<file path="config.mk">
export PLATFORM = sky130hd
export DESIGN_NAME = ro_freq_monitor
export DESIGN_NICKNAME = d
export VERILOG_FILES = /design/src/rtl/ro_mon_pkg.sv /design/src/rtl/ro_edge_sync.sv /design/src/rtl/ro_freq_monitor.sv
export SDC_FILE = /design/constraint.sdc
export NUM_CORES = 1
export LEC_CHECK = 0
export ABC_AREA = 0
export ABC_CLOCK_PERIOD_IN_PS = 4600
export BUFFER_PORTS_ARGS = -buffer_cell sky130_fd_sc_hd__buf_2
export CAP_MARGIN = 10
export CORE_ASPECT_RATIO = 1.2
export CORE_MARGIN = 3
export CORE_UTILIZATION = 60
export CTS_BUF_LIST = sky130_fd_sc_hd__clkbuf_4 sky130_fd_sc_hd__clkbuf_8 sky130_fd_sc_hd__clkbuf_16
export CTS_CLUSTER_SIZE = 25
export DETAILED_ROUTE_END_ITERATION = 7
export HOLD_SLACK_MARGIN = 0.05
export PLACE_DENSITY = 0.78
export SLEW_MARGIN = 0
export SYNTH_ARGS = -nofsm -noshare
export SYNTH_HDL_FRONTEND = slang
export SYNTH_SLANG_ARGS = --single-unit
</file>
<file path="constraint.sdc">
create_clock -name clk -period 4.6 [get_ports clk]
set_input_delay 0.23 -clock clk [delete_from_list [all_inputs] [get_ports clk]]
set_output_delay 0.23 -clock clk [all_outputs]
set_load 0.005 [all_outputs]
</file>
<file path="src/rtl/ro_mon_pkg.sv">
// Shared types and default parameters for the ring-oscillator frequency monitor.
package ro_mon_pkg;

    localparam int unsigned DEF_WINDOW_CYCLES = 1024;
    localparam int unsigned DEF_SETTLE_CYCLES = 16;
    localparam int unsigned DEF_CNT_W         = 16;

    typedef enum logic [1:0] {
        IDLE    = 2'd0,
        SETTLE  = 2'd1,
        MEASURE = 2'd2,
        REPORT  = 2'd3
    } state_e;

endpackage

</file>
<file path="src/rtl/ro_edge_sync.sv">
// Two-flop synchronizer followed by a registered rising-edge detector.
module ro_edge_sync (
    input  logic clk,
    input  logic rst_n,
    input  logic async_in,
    output logic rise_pulse
);

    logic sync1_q, sync1_d;
    logic sync2_q, sync2_d;
    logic prev_q,  prev_d;
    logic rise_q,  rise_d;

    // Next-state: shift the async input through the chain and flag 0->1 transitions.
    always_comb begin
        sync1_d = async_in;
        sync2_d = sync1_q;
        prev_d  = sync2_q;
        rise_d  = sync2_q & ~prev_q;
    end

    // Synchronizer and detector flops, synchronously cleared.
    always_ff @(posedge clk) begin
        if (!rst_n) begin
            sync1_q <= 1'b0;
            sync2_q <= 1'b0;
            prev_q  <= 1'b0;
            rise_q  <= 1'b0;
        end else begin
            sync1_q <= sync1_d;
            sync2_q <= sync2_d;
            prev_q  <= prev_d;
            rise_q  <= rise_d;
        end
    end

    assign rise_pulse = rise_q;

endmodule

</file>
<file path="src/rtl/ro_freq_monitor.sv">
// Counts ring-oscillator rising edges over a fixed clk window and flags overspeed.
module ro_freq_monitor
    import ro_mon_pkg::*;
#(
    parameter int unsigned WINDOW_CYCLES = DEF_WINDOW_CYCLES,
    parameter int unsigned SETTLE_CYCLES = DEF_SETTLE_CYCLES,
    parameter int unsigned CNT_W         = DEF_CNT_W
) (
    input  logic             clk,
    input  logic             rst_n,
    input  logic             start,
    input  logic             continuous,
    input  logic [CNT_W-1:0] thresh,
    input  logic             clear_alarm,
    input  logic             ro_in,
    output logic             ro_enable,
    output logic             busy,
    output logic             done,
    output logic [CNT_W-1:0] count,
    output logic             alarm
);

    localparam int unsigned WIN_W = (WINDOW_CYCLES > 1) ? $clog2(WINDOW_CYCLES) : 1;
    localparam int unsigned SET_W = (SETTLE_CYCLES > 1) ? $clog2(SETTLE_CYCLES) : 1;
    localparam logic [WIN_W-1:0] WIN_LAST = WIN_W'(WINDOW_CYCLES - 1);
    localparam logic [SET_W-1:0] SET_LAST = SET_W'(SETTLE_CYCLES - 1);
    localparam logic [CNT_W-1:0] CNT_MAX  = {CNT_W{1'b1}};

    state_e           state_q,     state_d;
    logic [SET_W-1:0] set_cnt_q,   set_cnt_d;
    logic [WIN_W-1:0] win_cnt_q,   win_cnt_d;
    logic [CNT_W-1:0] edge_cnt_q,  edge_cnt_d;
    logic [CNT_W-1:0] thresh_q,    thresh_d;
    logic [CNT_W-1:0] count_q,     count_d;
    logic             done_q,      done_d;
    logic             alarm_q,     alarm_d;
    logic             ro_enable_q, ro_enable_d;
    logic             busy_q,      busy_d;

    logic             rise_pulse;
    logic [CNT_W-1:0] edge_next_c;
    logic             alarm_set_c;

    ro_edge_sync u_edge_sync (
        .clk        (clk),
        .rst_n      (rst_n),
        .async_in   (ro_in),
        .rise_pulse (rise_pulse)
    );

    // FSM next-state and registered-output logic.
    always_comb begin
        state_d     = state_q;
        set_cnt_d   = set_cnt_q;
        win_cnt_d   = win_cnt_q;
        edge_cnt_d  = edge_cnt_q;
        thresh_d    = thresh_q;
        count_d     = count_q;
        done_d      = 1'b0;
        alarm_d     = alarm_q;
        alarm_set_c = 1'b0;

        // Saturating increment; the final window cycle's edge is folded into the report.
        edge_next_c = edge_cnt_q;
        if (rise_pulse && (edge_cnt_q != CNT_MAX)) begin
            edge_next_c = edge_cnt_q + CNT_W'(1);
        end

        case (state_q)
            IDLE: begin
                if (start) begin
                    state_d   = SETTLE;
                    set_cnt_d = '0;
                end
            end
            SETTLE: begin
                if (set_cnt_q == SET_LAST) begin
                    state_d    = MEASURE;
                    win_cnt_d  = '0;
                    edge_cnt_d = '0;
                    thresh_d   = thresh;
                end else begin
                    set_cnt_d = set_cnt_q + SET_W'(1);
                end
            end
            MEASURE: begin
                edge_cnt_d = edge_next_c;
                if (win_cnt_q == WIN_LAST) begin
                    state_d     = REPORT;
                    count_d     = edge_next_c;
                    done_d      = 1'b1;
                    alarm_set_c = (edge_next_c > thresh_q);
                end else begin
                    win_cnt_d = win_cnt_q + WIN_W'(1);
                end
            end
            REPORT: begin
                if (continuous) begin
                    state_d    = MEASURE;
                    win_cnt_d  = '0;
                    edge_cnt_d = '0;
                    thresh_d   = thresh;
                end else begin
                    state_d = IDLE;
                end
            end
            default: state_d = IDLE;
        endcase

        // Sticky alarm: a new set takes priority over a simultaneous clear.
        if (clear_alarm) begin
            alarm_d = 1'b0;
        end
        if (alarm_set_c) begin
            alarm_d = 1'b1;
        end

        ro_enable_d = (state_d != IDLE);
        busy_d      = (state_d != IDLE);
    end

    // State and output registers with synchronous active-low reset.
    always_ff @(posedge clk) begin
        if (!rst_n) begin
            state_q     <= IDLE;
            set_cnt_q   <= '0;
            win_cnt_q   <= '0;
            edge_cnt_q  <= '0;
            thresh_q    <= '0;
            count_q     <= '0;
            done_q      <= 1'b0;
            alarm_q     <= 1'b0;
            ro_enable_q <= 1'b0;
            busy_q      <= 1'b0;
        end else begin
            state_q     <= state_d;
            set_cnt_q   <= set_cnt_d;
            win_cnt_q   <= win_cnt_d;
            edge_cnt_q  <= edge_cnt_d;
            thresh_q    <= thresh_d;
            count_q     <= count_d;
            done_q      <= done_d;
            alarm_q     <= alarm_d;
            ro_enable_q <= ro_enable_d;
            busy_q      <= busy_d;
        end
    end

    assign ro_enable = ro_enable_q;
    assign busy      = busy_q;
    assign done      = done_q;
    assign count     = count_q;
    assign alarm     = alarm_q;

endmodule

</file>
==> results.txt, run 1 <==
----------------------------------------------------
[Critical path]
  Critical Path AT ... 3.56 ns
  Worst Setup Path Type ... flop to flop
  Crit path required time ... 4.90 ns
  Critical path launch point type ... flop
  Worst-path fanout max ... 8
  Slack of the worst reg-to-reg path ... 1.35 ns
  Critical path endpoint category ... flop

[CTS]
  CTS buffer count ... 9
  Clock-pin slew of the registers on the worst-case setup and hold paths ... around 0.08 ns
  Clock tree buffer depth ... 2
  Hold-fix buffers, CTS ... 0
  Total setup buffers inserted after CTS ... 0
  CTS tree ... done
  CTS root buf ... clkbuf_8
  Num Clock Sinks ... 71
  # H-tree levels ... 3
  Post-cts resize count ... 0
  Clock latency reported for the late side of the worst-skew pair ... 0.36 ns

[Pwr]
  Worst IR drop on VDD ... about 0.21 mV
  Power per cell area ... 296 nW/um^2
  Static leakage ... 1.62 nW

[Die]
  Number of rows created at floorplan ... 31
  Number of placed I/O pins ... between 40 and 50
  Die extent in x ... 79.6 um
  Die Area ... 7510 um^2
  Die outline height ... 94.3 um
  Core area ... between 6000 and 7000 um^2
  Initial core utilization ... 0.632

[Detailed routing]
  DR iter-0 viols ... around 280
  Number of optimization iterations in the first detailed-route pass ... 5
  Antenna viol nets, final ... 0
  Via density ... between 6 and 7
  Vias ... 3583
  Detailed Route WL ... 9.38 mm
  Routed wirelength normalized by instance count ... roughly 17 um
  Final routed DRC violation total ... 0

[Logic synthesis]
  Total of warnings raised by yosys ... 0
  Count of flip-flops with a built-in enable after synthesis ... 0
  Post-Synthesis Net Count ... roughly 500
  Number of library cell types mapped by synthesis ... between 60 and 70
  Mapped Cells ... 457
  Async set-or-reset flop fraction in the synthesized netlist ... 0
  Syn avg cell area ... 8.53 um^2
  Portion of the post-synthesis area used by sequential elements ... 0.365
  Dominant register cell in the synthesized netlist ... dfxtp_1
  Register bit count reported by yosys ... 71
  Post-synth design cell area ... 3900 um^2

[STA]
  Setup clock skew after layout ... 0.0117 ns
  Actual slew at the worst max-slew pin ... 1.17 ns
  Hold WS ... around 0.083 ns
  Setup TNS ... 0 ns
  Unrepaired setup endpoints after global routing ... no
  Final critical-path share of the clock period ... 0.708
  F_max ... 307 MHz
  Final Max Slew Viols ... 0
  Total setup violations reported at the end of the flow ... 0
  Final hold violation count ... 0
  Final period demand of the worst path ... ~3.3 ns
  Worst slew margin relative to its limit ... 0.216

[GRT]
  Global router's overall resource usage ... 0.265
  Initial antenna violation count ... 0
  Maximum number of pins on one net before global-route repair ... 36
  Via count of the first global-routing pass ... 3328
  First-pass GRT wire length ... 15.6 mm
  Global route overflow ... 0

[Place]
  Instance area at placement ... between 4000 and 5000 um^2
  Final HPWL from detailed placement ... 6.69 mm
  Routability congestion estimate ... about 0.87
  Number of input and output port buffers inserted ... 41

[Cells and area]
  Ratio of cells with drive above 1 in the final layout ... 0.152
  Utilization after layout ... 0.703
  Highest-count cells in the layout ignoring fill and taps ... dfxtp_1, buf_2, nand2_1
  Most common library cell in the layout ignoring fill and taps ... dfxtp_1
  Layout-stage area growth over the synthesis result ... 11.2%
  Post-route cell area ... ~4300 um^2
  Post-layout net count ... 522
  Total inserted antenna cells ... 0

[Outcome]
  Outcome ... complete, no violations

[Min path]
  Worst min-delay path class ... primary input to flop

[Run]
  Total of max-cap violations ... 0

----------------------------------------------------
## cell families (layout without fill, tap and decap cells)
group                    count (synthesis)  after routing  synth area share
multiplexers                            21             21            0.0546
buffers and inverters                   53             82            0.0578
XOR/XNOR                                 3              3           0.00674
adder cells (fa/ha/maj)                 19             19            0.0610
AO/OA/AOI/OAI                          128            128             0.223
AND/OR/NAND/NOR                        162            162             0.233
flip-flops                              71             71             0.365
## report_power, final
group / switching [mW] / total [mW] / internal (mW)
clock network: 0.242 / 0.593 / 0.351
logic: 0.0338 / 0.0612 / 0.0274
registers: 0.0101 / 0.631 / 0.621
total: 0.286 / 1.29 / 0.999
## metal layers
layer,part of all wire,up-vias,GRT usage
met2,0.49,114,0.451
met1,0.43,1685,0.329
met5,0,-,0
li1,-,1764,-
met3,0.051,20,0.0355
met4,0.023,0,0.123
## stage by stage
| stage | total power, mW | setup WS, ns | instances |
|---|---|---|---|
| global route | 1.33 | 1.07 | 568 |
| detailed placement | 0.706 | 1.46 | 552 |
| finish | 1.29 | 1.35 | 568 |
| floorplan | 0.684 | 1.85 | 457 |
| CTS | 1.29 | 1.42 | 568 |
| global placement | 0.703 | 1.59 | 552 |
## sequential cells by signal, summed over array words and instances, names as in the netlist
signal and flops:
set_cnt_q 4, u_edge_sync.sync1_q 1, u_edge_sync.prev_d 1, u_edge_sync.rise_pulse 1
count 16, edge_cnt_q 16, thresh_q 16, state_q 2
done 1, win_cnt_q 10, busy 1, alarm 1
u_edge_sync.prev_q 1
## synthesized netlist by cell type, types with 2 or more instances
cell       instances  share of area
xnor2_1            2         0.0045
or4b_2             2         0.0051
or2_2              2         0.0032
o21ai_0           36          0.046
mux2_2             2         0.0058
mux2i_1           19          0.049
or4_1             10          0.019
nor4_1             7          0.011
buf_2             11          0.014
a41oi_1            4         0.0090
nand4_4            2          0.011
and2_1             9          0.014
inv_1             23          0.022
nand2b_1           5         0.0080
dfxtp_1           71           0.36
ha_1              19          0.061
nor2_1            25          0.024
clkbuf_1          16          0.015
nand4_1           11          0.018
nand4b_1           2         0.0045
a21oi_1           21          0.027
o2bb2ai_1          2         0.0045
a21o_1             2         0.0038
o31ai_1            7          0.013
and4_1             2         0.0045
and3_1             5         0.0080
a311oi_1           3         0.0067
o311a_1            2         0.0051
nor3_1             7         0.0090
nand2_1           38          0.037
a31oi_1           18          0.029
nor2b_1            5         0.0080
o211ai_1           5         0.0096
or3_1             11          0.018
a2bb2oi_1          3         0.0067
o41ai_1            6          0.013
nand3_1           13          0.017
a211oi_1           2         0.0038
o21ba_2            2         0.0051
o31a_1             3         0.0067
## layout make-up
type                    instances  area (um^2)
clock buffers                  12          165
clock inverters                 4         76.3
fillers                       495         1830
inverters                      23         86.3
multi-input cells             333         2260
flip-flops and latches         71         1420
well taps                      82          103
repair buffers                 43          220
## critical path, cell delays in order (launching register included)
cell	delay (ns)
dfxtp_1	0.43
ha_1	0.30
nand3_1	0.29
o41ai_1	0.75
or4_1	0.24
nand2_1	0.07
ha_1	0.33
nand4_1	0.13
or2_2	0.31
a211oi_1	0.18
o311a_1	0.17
## worst paths after layout
check / startpoint / endpoint / cells after the start
worst max-delay path: edge_cnt_q[0] / alarm / 10
worst max register to register: edge_cnt_q[0] / alarm / 10
worst min-delay path: ro_in / u_edge_sync.sync1_q / 2
worst min register to register: u_edge_sync.prev_q / u_edge_sync.rise_pulse / 1
No activity file was read; power rests on OpenSTA's default activity.
==> inputs of run 2 (changes only) <==
- ABC_CLOCK_PERIOD_IN_PS: 4600 -> 3000
- CORE_UTILIZATION: 60 -> 59
- PLACE_DENSITY: 0.78 -> 0.77
- clock period: 4.6 -> 3 ns (I/O delays scaled with it)
==> results.txt, run 2 (synthesis results as in run 1) <==
----------------------------------------------------
[Outcome]
  Outcome ... complete, no violations

[Cells and area]
  Post-route cell area ... 4640 um^2 (+7.1%)
  Most common library cell in the layout ignoring fill and taps ... dfxtp_1
  Post-layout net count ... 556 (+6.5%)
  Post-route insts no fill ... 602 (+6.0%)
  Ratio of cells with drive above 1 in the final layout ... 0.192 (+0.0400)
  Layout-stage area growth over the synthesis result ... 19.1%
  Total inserted antenna cells ... 0 (unchanged)
  Highest-count cells in the layout ignoring fill and taps ... dfxtp_1, buf_2, nand2_1

[GRT]
  Global route overflow ... 0 (unchanged)
  Via count of the first global-routing pass ... 3548 (+6.6%)
  Global router's overall resource usage ... 0.284 (+0.0195)
  Maximum number of pins on one net before global-route repair ... 32 (-11%)
  First-pass GRT wire length ... 16.9 mm (+7.9%)
  Initial antenna violation count ... 0 (unchanged)

[Die]
  Core area ... 6210 um^2 (+0.63%)
  Number of rows created at floorplan ... 31 (unchanged)
  Die outline height ... 95.1 um (+0.79%)
  Die Area ... 7620 um^2 (+1.6%)
  Initial core utilization ... 0.628 (-0.00395)
  Number of placed I/O pins ... 42 (unchanged)
  Die extent in x ... 80.2 um (+0.78%)

[Detailed routing]
  Via density ... 6.23 (-1.3%)
  Vias ... 3750 (+4.7%)
  Routed wirelength normalized by instance count ... 16.8 um (+1.7%)
  Antenna viol nets, final ... 0 (unchanged)
  Number of optimization iterations in the first detailed-route pass ... 5 (unchanged)
  DR iter-0 viols ... 167 (-41%)
  Final routed DRC violation total ... 0 (unchanged)
  Detailed Route WL ... 10.1 mm (+7.8%)

[Critical path]
  Slack of the worst reg-to-reg path ... 0.16 ns (-1.18 ns)
  FF-to-FF path depth ... 9 (-1)
  Critical path endpoint category ... flop
  Worst Setup Path Type ... flop to flop
  R2R Path Start ... edge_cnt_q[12]
  Worst flop-to-flop path endpoint ... alarm
  Critical path launch point type ... flop
  Crit path required time ... 3.25 ns (-1.65 ns)
  Critical Path AT ... 3.09 ns (-0.47 ns)
  Worst-path fanout max ... 11 (+3)

[Min path]
  Hold Path Origin ... thresh[3]
  Worst-case hold path end point ... thresh_q[3]
  Worst min-delay path class ... primary input to flop
  Hold path depth ... 3 (+1)

[STA]
  Final Max Slew Viols ... 0 (unchanged)
  Setup clock skew after layout ... 0.00849 ns (-0.00324 ns)
  Total setup violations reported at the end of the flow ... 0 (unchanged)
  Unrepaired setup endpoints after global routing ... no
  Final hold violation count ... 0 (unchanged)
  Actual slew at the worst max-slew pin ... 0.723 ns (-0.449 ns)
  Worst slew margin relative to its limit ... 0.514 (+0.299)
  Final period demand of the worst path ... 2.84 ns (-0.415 ns)
  Setup TNS ... 0 ns (unchanged)
  Setup WS post-layout ... 0.160 ns (-1.18 ns)
  Final critical-path share of the clock period ... 0.947 (+0.239)
  F_max ... 352 MHz (+15%)

[Place]
  Number of input and output port buffers inserted ... 41 (unchanged)
  Cell Count Post-Placement ... 570 (+3.3%)
  Final HPWL from detailed placement ... 6.94 mm (+3.8%)
  Routability congestion estimate ... 0.873 (+0.70%)
  Worst-case setup slack after placement ... 0.167 ns (-1.29 ns)
  Instance area at placement ... 4240 um^2 (+3.6%)

[CTS]
  Clock latency reported for the late side of the worst-skew pair ... 0.35 ns (about the same)
  Clock tree buffer depth ... 2 (unchanged)
  Num Clock Sinks ... 71 (unchanged)
  # H-tree levels ... 3 (unchanged)
  CTS root buf ... clkbuf_8
  CTS tree ... done
  Clock-pin slew of the registers on the worst-case setup and hold paths ... 0.08 ns (about the same)
  CTS buffer count ... 9 (unchanged)

[Run]
  Total of max-cap violations ... 0 (unchanged)

[Pwr]
  Static leakage ... 1.76 nW (+8.5%)
  Power per cell area ... 400 nW/um^2 (+35%)
  Worst IR drop on VDD ... 0.276 mV (+31%)

----------------------------------------------------
[run 2: timing repair]
item,CTS,global route
hold buffers,16,0
resized for setup,0,9
setup endpoints to repair,0,1
hold endpoints to repair,16,0
setup buffers,0,0
[run 2: how the worst max path moves through the flow]
stage	from	end	slack, ns	cells past startpoint
floorplan	edge_cnt_q[5]	alarm	0.25	10
global placement	edge_cnt_q[5]	alarm	0.23	9
detailed placement	edge_cnt_q[5]	alarm	0.17	9
CTS	edge_cnt_q[1]	alarm	0.15	12
global route	edge_cnt_q[1]	alarm	0.006	12
finish	edge_cnt_q[12]	alarm	0.16	9
[run 2: through the flow]
step / hold slack [ns] / utilization / power, mW
floorplan: 0.277 / - / 1.05
global placement: 0.364 / 0.684 / 1.08
detailed placement: 0.364 / 0.684 / 1.08
CTS: 0.0552 / 0.742 / 1.87
global route: 0.0970 / 0.748 / 1.92
finish: 0.0740 / 0.748 / 1.86
[run 2: routing by layer]
metal	share of wire	wire (um)	GRT usage	up-vias
met1	0.43	4320	0.338	1782
met5	0	0	0	-
met4	0.029	291	0.128	0
met3	0.042	424	0.0558	32
met2	0.50	5080	0.492	111
li1	-	-	-	1825
[run 2: area by class of cell]
type | instances | area [um^2]
Inverter | 23 | 86.3
Clock inverter | 5 | 57.6
Tap cell | 82 | 103
Fill cell | 472 | 1560
Sequential cell | 71 | 1420
Clock buffer | 11 | 145
Timing Repair Buffer | 77 | 528
Multi-Input combinational cell | 333 | 2300
[run 2: power breakdown]
group | internal, mW | total (mW) | switching (mW)
sequential | 0.952 | 0.968 | 0.0156
combinational | 0.0579 | 0.114 | 0.0563
clock | 0.414 | 0.773 | 0.359
total | 1.42 | 1.86 | 0.431
[run 2: critical path, cell delays in order (launching register included)]
cell and delay, ns:
dfxtp_1 0.46, nand4_4 0.18, or3_4 0.45, or3_1 0.38, nand2_1 0.08, ha_1 0.25
a21o_1 0.18, a221oi_1 0.26, o211ai_1 0.13, o311a_1 0.37
